[src/rtl/instr_loader_if.sv]
`default_nettype none
// ============================================================================
// Module   : instr_loader_if
// Brief    : Byte-stream receive and instruction-memory write signals of the loader
// Revision : 1.0
// ============================================================================
interface instr_loader_if #(
  parameter int ADDR_W = 9
);
  logic [7:0]        rx_data;
  logic              rx_valid;
  logic              rx_ready;
  logic              mem_we;
  logic [ADDR_W-1:0] mem_addr;
  logic [31:0]       mem_wdata;

  // master: byte source / memory observer; slave: the loader itself
  modport master (
    output rx_data, rx_valid,
    input  rx_ready, mem_we, mem_addr, mem_wdata
  );

  modport slave (
    input  rx_data, rx_valid,
    output rx_ready, mem_we, mem_addr, mem_wdata
  );
endinterface
`default_nettype wire

[src/rtl/instr_loader.sv]
`default_nettype none
// ============================================================================
// Module   : instr_loader
// Brief    : Streams a length-prefixed byte image into instruction memory and
//            releases cpu_hold on success. INSTR_LOADER_CHECKSUM_EN adds an
//            XOR trailer byte check.
// Revision : 1.0
// ============================================================================
module instr_loader #(
  parameter int ADDR_W = 9,
  parameter int DEPTH  = 512
) (
  input  logic              clk,
  input  logic              rst_n,
  input  logic              start,
  instr_loader_if.slave     bus,
  output logic              busy,
  output logic              done,
  output logic              err,
  output logic              cpu_hold,
  output logic [ADDR_W:0]   words_loaded
);

`ifdef INSTR_LOADER_CHECKSUM_EN
  typedef enum logic [2:0] {
    S_IDLE  = 3'd0,
    S_HDR0  = 3'd1,
    S_HDR1  = 3'd2,
    S_DATA  = 3'd3,
    S_CSUM  = 3'd4,
    S_DONE  = 3'd5,
    S_ERROR = 3'd6
  } state_t;
`else
  typedef enum logic [2:0] {
    S_IDLE  = 3'd0,
    S_HDR0  = 3'd1,
    S_HDR1  = 3'd2,
    S_DATA  = 3'd3,
    S_DONE  = 3'd5,
    S_ERROR = 3'd6
  } state_t;
`endif

  localparam logic [15:0]       c_depth     = 16'(DEPTH);
  localparam logic [ADDR_W-1:0] c_last_addr = ADDR_W'(DEPTH - 1);
  localparam logic [ADDR_W-1:0] c_one_a     = ADDR_W'(1);
  localparam logic [ADDR_W:0]   c_one_w     = (ADDR_W+1)'(1);

  state_t            r_state;
  logic [7:0]        r_cnt_lo;
  logic [ADDR_W:0]   r_last;
  logic [1:0]        r_byte_idx;
  logic [23:0]       r_buf;
`ifdef INSTR_LOADER_CHECKSUM_EN
  logic [7:0]        r_csum;
`endif

  logic              w_accept;
  logic [15:0]       w_count;

  assign w_accept = bus.rx_valid & bus.rx_ready;
  assign w_count  = {bus.rx_data, r_cnt_lo};

  always_ff @(posedge clk) begin
    if (!rst_n) begin
      r_state       <= S_IDLE;
      r_cnt_lo      <= 8'h00;
      r_last        <= '0;
      r_byte_idx    <= 2'd0;
      r_buf         <= 24'h0;
`ifdef INSTR_LOADER_CHECKSUM_EN
      r_csum        <= 8'h00;
`endif
      bus.rx_ready  <= 1'b0;
      bus.mem_we    <= 1'b0;
      bus.mem_addr  <= '0;
      bus.mem_wdata <= 32'h0;
      busy          <= 1'b0;
      done          <= 1'b0;
      err           <= 1'b0;
      cpu_hold      <= 1'b1;
      words_loaded  <= '0;
    end else begin
      // Write strobe lasts one cycle; the address saturates on the final word.
      if (bus.mem_we) begin
        bus.mem_we   <= 1'b0;
        words_loaded <= words_loaded + c_one_w;
        if (bus.mem_addr != c_last_addr)
          bus.mem_addr <= bus.mem_addr + c_one_a;
      end

      case (r_state)
        S_IDLE, S_DONE, S_ERROR: begin
          if (start) begin
            r_state      <= S_HDR0;
            bus.rx_ready <= 1'b1;
            busy         <= 1'b1;
            done         <= 1'b0;
            err          <= 1'b0;
            cpu_hold     <= 1'b1;
            words_loaded <= '0;
            bus.mem_addr <= '0;
            r_byte_idx   <= 2'd0;
`ifdef INSTR_LOADER_CHECKSUM_EN
            r_csum       <= 8'h00;
`endif
          end
        end

        S_HDR0: begin
          if (w_accept) begin
            r_cnt_lo <= bus.rx_data;
            r_state  <= S_HDR1;
          end
        end

        S_HDR1: begin
          if (w_accept) begin
            r_last <= (ADDR_W+1)'(w_count - 16'd1);
            if (w_count == 16'd0) begin
`ifdef INSTR_LOADER_CHECKSUM_EN
              r_state      <= S_CSUM;
`else
              r_state      <= S_DONE;
              bus.rx_ready <= 1'b0;
              busy         <= 1'b0;
              done         <= 1'b1;
              cpu_hold     <= 1'b0;
`endif
            end else if (w_count > c_depth) begin
              r_state      <= S_ERROR;
              bus.rx_ready <= 1'b0;
              busy         <= 1'b0;
              err          <= 1'b1;
            end else begin
              r_state      <= S_DATA;
            end
          end
        end

        S_DATA: begin
          if (w_accept) begin
            r_byte_idx <= r_byte_idx + 2'd1;
`ifdef INSTR_LOADER_CHECKSUM_EN
            r_csum     <= r_csum ^ bus.rx_data;
`endif
            case (r_byte_idx)
              2'd0: r_buf[7:0]   <= bus.rx_data;
              2'd1: r_buf[15:8]  <= bus.rx_data;
              2'd2: r_buf[23:16] <= bus.rx_data;
              default: begin
                bus.mem_we    <= 1'b1;
                bus.mem_wdata <= {bus.rx_data, r_buf};
                // words_loaded still holds this word's index here
                if (words_loaded == r_last) begin
`ifdef INSTR_LOADER_CHECKSUM_EN
                  r_state      <= S_CSUM;
`else
                  r_state      <= S_DONE;
                  bus.rx_ready <= 1'b0;
                  busy         <= 1'b0;
                  done         <= 1'b1;
                  cpu_hold     <= 1'b0;
`endif
                end
              end
            endcase
          end
        end

`ifdef INSTR_LOADER_CHECKSUM_EN
        S_CSUM: begin
          if (w_accept) begin
            bus.rx_ready <= 1'b0;
            busy         <= 1'b0;
            if (bus.rx_data == r_csum) begin
              r_state  <= S_DONE;
              done     <= 1'b1;
              cpu_hold <= 1'b0;
            end else begin
              r_state  <= S_ERROR;
              err      <= 1'b1;
            end
          end
        end
`endif

        default: begin
          r_state      <= S_IDLE;
          bus.rx_ready <= 1'b0;
          busy         <= 1'b0;
        end
      endcase
    end
  end

endmodule
`default_nettype wire

[src/flat_wrapper.sv]
// flat-port wrapper written by rule: the top's interface ports become plain ports
module instr_loader_flat 
#(
  parameter int ADDR_W = 9,
  parameter int DEPTH  = 512
)
  (clk, rst_n, start, busy, done, err, cpu_hold, words_loaded, bus_rx_data, bus_rx_valid, bus_rx_ready, bus_mem_we, bus_mem_addr, bus_mem_wdata);
  instr_loader_if #(.ADDR_W(ADDR_W)) bus_i ();
  input  logic clk;
  input  logic rst_n;
  input  logic start;
  output logic busy;
  output logic done;
  output logic err;
  output logic cpu_hold;
  output logic [ADDR_W:0] words_loaded;
  input wire logic [$bits(bus_i.rx_data)-1:0] bus_rx_data;
  input wire logic [$bits(bus_i.rx_valid)-1:0] bus_rx_valid;
  output wire logic [$bits(bus_i.rx_ready)-1:0] bus_rx_ready;
  output wire logic [$bits(bus_i.mem_we)-1:0] bus_mem_we;
  output wire logic [$bits(bus_i.mem_addr)-1:0] bus_mem_addr;
  output wire logic [$bits(bus_i.mem_wdata)-1:0] bus_mem_wdata;
  assign bus_i.rx_data = bus_rx_data;
  assign bus_i.rx_valid = bus_rx_valid;
  assign bus_rx_ready = bus_i.rx_ready;
  assign bus_mem_we = bus_i.mem_we;
  assign bus_mem_addr = bus_i.mem_addr;
  assign bus_mem_wdata = bus_i.mem_wdata;
  instr_loader #(.ADDR_W(ADDR_W), .DEPTH(DEPTH)) u_core (.clk(clk), .rst_n(rst_n), .start(start), .bus(bus_i), .busy(busy), .done(done), .err(err), .cpu_hold(cpu_hold), .words_loaded(words_loaded));
endmodule
[config.mk]
export PLATFORM = sky130hd
export DESIGN_NAME = instr_loader_flat
export DESIGN_NICKNAME = d
export VERILOG_FILES = /design/src/rtl/instr_loader_if.sv /design/src/rtl/instr_loader.sv /design/src/flat_wrapper.sv
export SDC_FILE = /design/constraint.sdc
export NUM_CORES = 1
export LEC_CHECK = 0
export ABC_AREA = 1
export BUFFER_PORTS_ARGS = -buffer_cell sky130_fd_sc_hd__buf_2
export CAP_MARGIN = 20
export CORE_MARGIN = 2
export CORE_UTILIZATION = 53
export CTS_BUF_LIST = sky130_fd_sc_hd__clkbuf_8
export CTS_CLUSTER_DIAMETER = 100
export DETAILED_ROUTE_END_ITERATION = 6
export GPL_TIMING_DRIVEN = 0
export PLACE_DENSITY = 0.9
export SYNTH_ARGS = -nofsm -noshare
export SYNTH_HDL_FRONTEND = slang
export SYNTH_SLANG_ARGS = --single-unit
[constraint.sdc]
create_clock -name clk -period 1.5 [get_ports clk]
set_input_delay 0.075 -clock clk [delete_from_list [all_inputs] [get_ports clk]]
set_output_delay 0.075 -clock clk [all_outputs]
set_load 0.03 [all_outputs]
==> results_dict.tcl <==
set metrics [dict create \
    status "finished with violations" \
    violations "DRC, setup timing" \
    viasPerCell 6.07 \
    timing.final.crit_share 1.19 \
    grt_pass1_vias 4060 \
    holdPathStages 3 \
    r2r_cells 11 \
    cts.htree.levels 3 \
    io_pins 69 \
    clk_pin_slew_ns 0.10 \
    ys.flop_type "dfxtp_1" \
    max_stage_delay_ns 0.36 \
    grt_max_degree 18 \
    crit_type "flop to flop" \
    maxCapViolCount 0 \
    p_leak_uw 0.00250 \
    drt-total-wl_mm 14.0 \
    die_w_microns 95.8 \
    finalHoldViolCount 0 \
    crit_path_start_kind "flop" \
    stdcell_count 781 \
    cts_sinks 103 \
    fp-row-count 33 \
    seq_area_frac_synth 0.462 \
    worst_pin_slew_ns 0.577 \
    synth.distinct_cells 39 \
    fp.dieH_microns 95.8 \
    cp_data_required_time_ns 1.75 \
    ir_drop_v 0.00118 \
    dpl.hpwl_mm 8.10 \
    synth_cells 574 \
    grt_use_total 0.259 \
    grt_pass1_wl_mm 18.7 \
    crit_arrival_ns 2.03 \
    hold_class "primary input to flop" \
    report.final.setup_viol 22 \
    drtAntennaViolNets 0 \
    maxClockFrequency_mhz 562 \
    nets 691 \
    io_buffers 68 \
    critPathSlowestCell "dfxtp_2" \
    slew_viol_final 0 \
    clock-skew-final_ns 0.0101 \
    relSlewSlack 0.615 \
    route.detailed.drc 2 \
    cp_cell_sequence "inv_4, ha_4, inv_2, nor2_2, nand2_2, nor2_4, o21bai_4, o21ai_1, nor2_1, nor2_1, nor2_2" \
    antenna_found_initial 0 \
    whs_ns 0.0722 \
    place.gp.congestion 0.896 \
    clk_path_buf_depth 2 \
    dr.pass1.iters 7 \
    min_period_ns 1.78 \
    initial_utilization 0.546 \
    critPathMaxFanout 3 \
    vias 4740 \
    numCtsBuffers 9 \
    root_buffer "clkbuf_8" \
    syn_avg_cell_area_sq_um 7.78 \
    ys_ff_latch 103 \
    n_antenna_cell 0 \
    timing.final.ws_setup_ns -0.279 \
    synth_warnings 0 \
    p_per_area_nw_per_um2 1250 \
    drive_above_1_share 0.290 \
    cts_tree "done" \
    place_inst 747 \
    end_kind "flop" \
    clk-insertion-delay-late_ns 0.36 \
    synth_nets 594 \
    setup_tns_ns -1.60 \
    overflow 0 \
    coreArea_sq_um 8180 \
    synth_enable_flop_cells 0 \
    ys_async_sr_fraction 0 \
    wire_per_inst_microns 18.0 \
    initialDrtViolationCount 672 \
    die_area_sq_um 9170 \
    syn2layout_area_growth_pct 24.2 \
    finalPower_uw 6910 \
    netlist_area_sq_um 4460 \
    grt_setup_unrepaired "yes" \
]
## state kept, by name, indices dropped and copies added (netlist names)
| name | flops |
|---|---|
| u_core.r_state | 3 |
| u_core.r_byte_idx | 2 |
| u_core.done | 1 |
| u_core.r_last | 10 |
| u_core.bus.mem_we | 1 |
| u_core.err | 1 |
| u_core.r_buf | 24 |
| u_core.r_cnt_lo | 8 |
| u_core.bus.mem_addr | 9 |
| u_core.busy | 1 |
| u_core.cpu_hold | 1 |
| u_core.bus.mem_wdata | 32 |
| u_core.words_loaded | 10 |
## through the flow
stage	util	instance area, sq um	setup WS [ns]
finish	0.678	5540	-0.279
global route	0.678	5540	-0.264
CTS	0.643	5260	0.00604
detailed placement	0.606	4950	-0.125
global placement	0.606	4950	-0.0611
floorplan	-	4480	-0.0106
## critical path: cells and delay by family, from the launching register on
kind / cells / cell delay [ns]
compound gates: 2 / 0.27
fa+ha+maj: 1 / 0.16
buf+inv: 2 / 0.13
flops: 1 / 0.36
simple gates: 6 / 0.76
## area by class of cell
class | instances | area (sq um)
repair buffers | 88 | 494
well taps | 105 | 131
clock inverters | 7 | 72.6
plain buffers | 20 | 151
flip-flops and latches | 103 | 2080
fillers | 566 | 2630
multi-input cells | 400 | 2270
inverters | 49 | 211
clock buffers | 9 | 124
## report_power, final
part | total, uW | leakage, uW | switching (uW) | internal [uW]
clock | 1770 | 0.000101 | 990 | 776
sequential | 3060 | 0.000838 | 177 | 2880
combinational | 2080 | 0.00156 | 1410 | 668
## routing by layer
layer,up-vias,global-route usage,routed length [microns]
met5,-,0,0
met4,0,0.137,942
met3,110,0.0392,1520
met2,401,0.439,6730
met1,2155,0.318,4820
li1,2074,-,-
## cell usage after synthesis, types with 3 or more instances
master	n	area [sq um]
a21oi_1	41	205
a31oi_1	5	31.3
buf_2	3	15.0
buf_4	5	37.5
buf_6	5	56.3
clkbuf_1	9	33.8
dfxtp_1	103	2060
ha_1	8	100
inv_1	37	139
inv_2	10	37.5
nand2_1	62	233
nand2_2	4	25.0
nand3_1	13	65.1
nand3_2	5	50.1
nand4_1	10	62.6
nor2_1	126	473
nor2_2	3	18.8
nor3_1	3	15.0
o21ai_0	57	285
o21ai_1	23	115
xnor2_1	10	87.6
xor2_1	10	87.6
## path summary, 6_finish.rpt
kind,startpoint,slack [ns],end
max,u_core.r_cnt_lo[1],-0.28,u_core.busy
min,bus_rx_data[3],0.07,u_core.bus.mem_wdata[27]
max reg2reg,u_core.r_cnt_lo[1],-0.28,u_core.busy
min reg2reg,u_core.cpu_hold,0.46,u_core.cpu_hold
## cell families after synthesis
logic type                 count (synthesis)  share of synthesized area
xor gates and xnor gates                  20                     0.0392
AOI/OAI and AO/OA                        135                      0.160
DFF                                      103                      0.462
and+or+nand+nor                          237                      0.242
adders and majority gates                  8                     0.0224
buffers and inverters                     71                     0.0743
## timing repair
item                       in CTS  in global routing
gates resized for setup        24                 61
pin swaps                       5                 16
cloned                          0                  0
hold buffers                    0                  0
setup endpoints to repair      61                 74
setup buffers                   6                 14
## cell usage in the layout (no fill, tap or decap), types with 11 or more instances in the layout
cell type	instances
dfxtp_1	89
nand3_1	11
a21oi_1	40
dfxtp_2	12
inv_1	34
o21ai_0	52
o21ai_1	24
buf_4	23
nand2_1	53
nor2_1	119
buf_2	68
No activity file was read; power rests on OpenSTA's default activity.
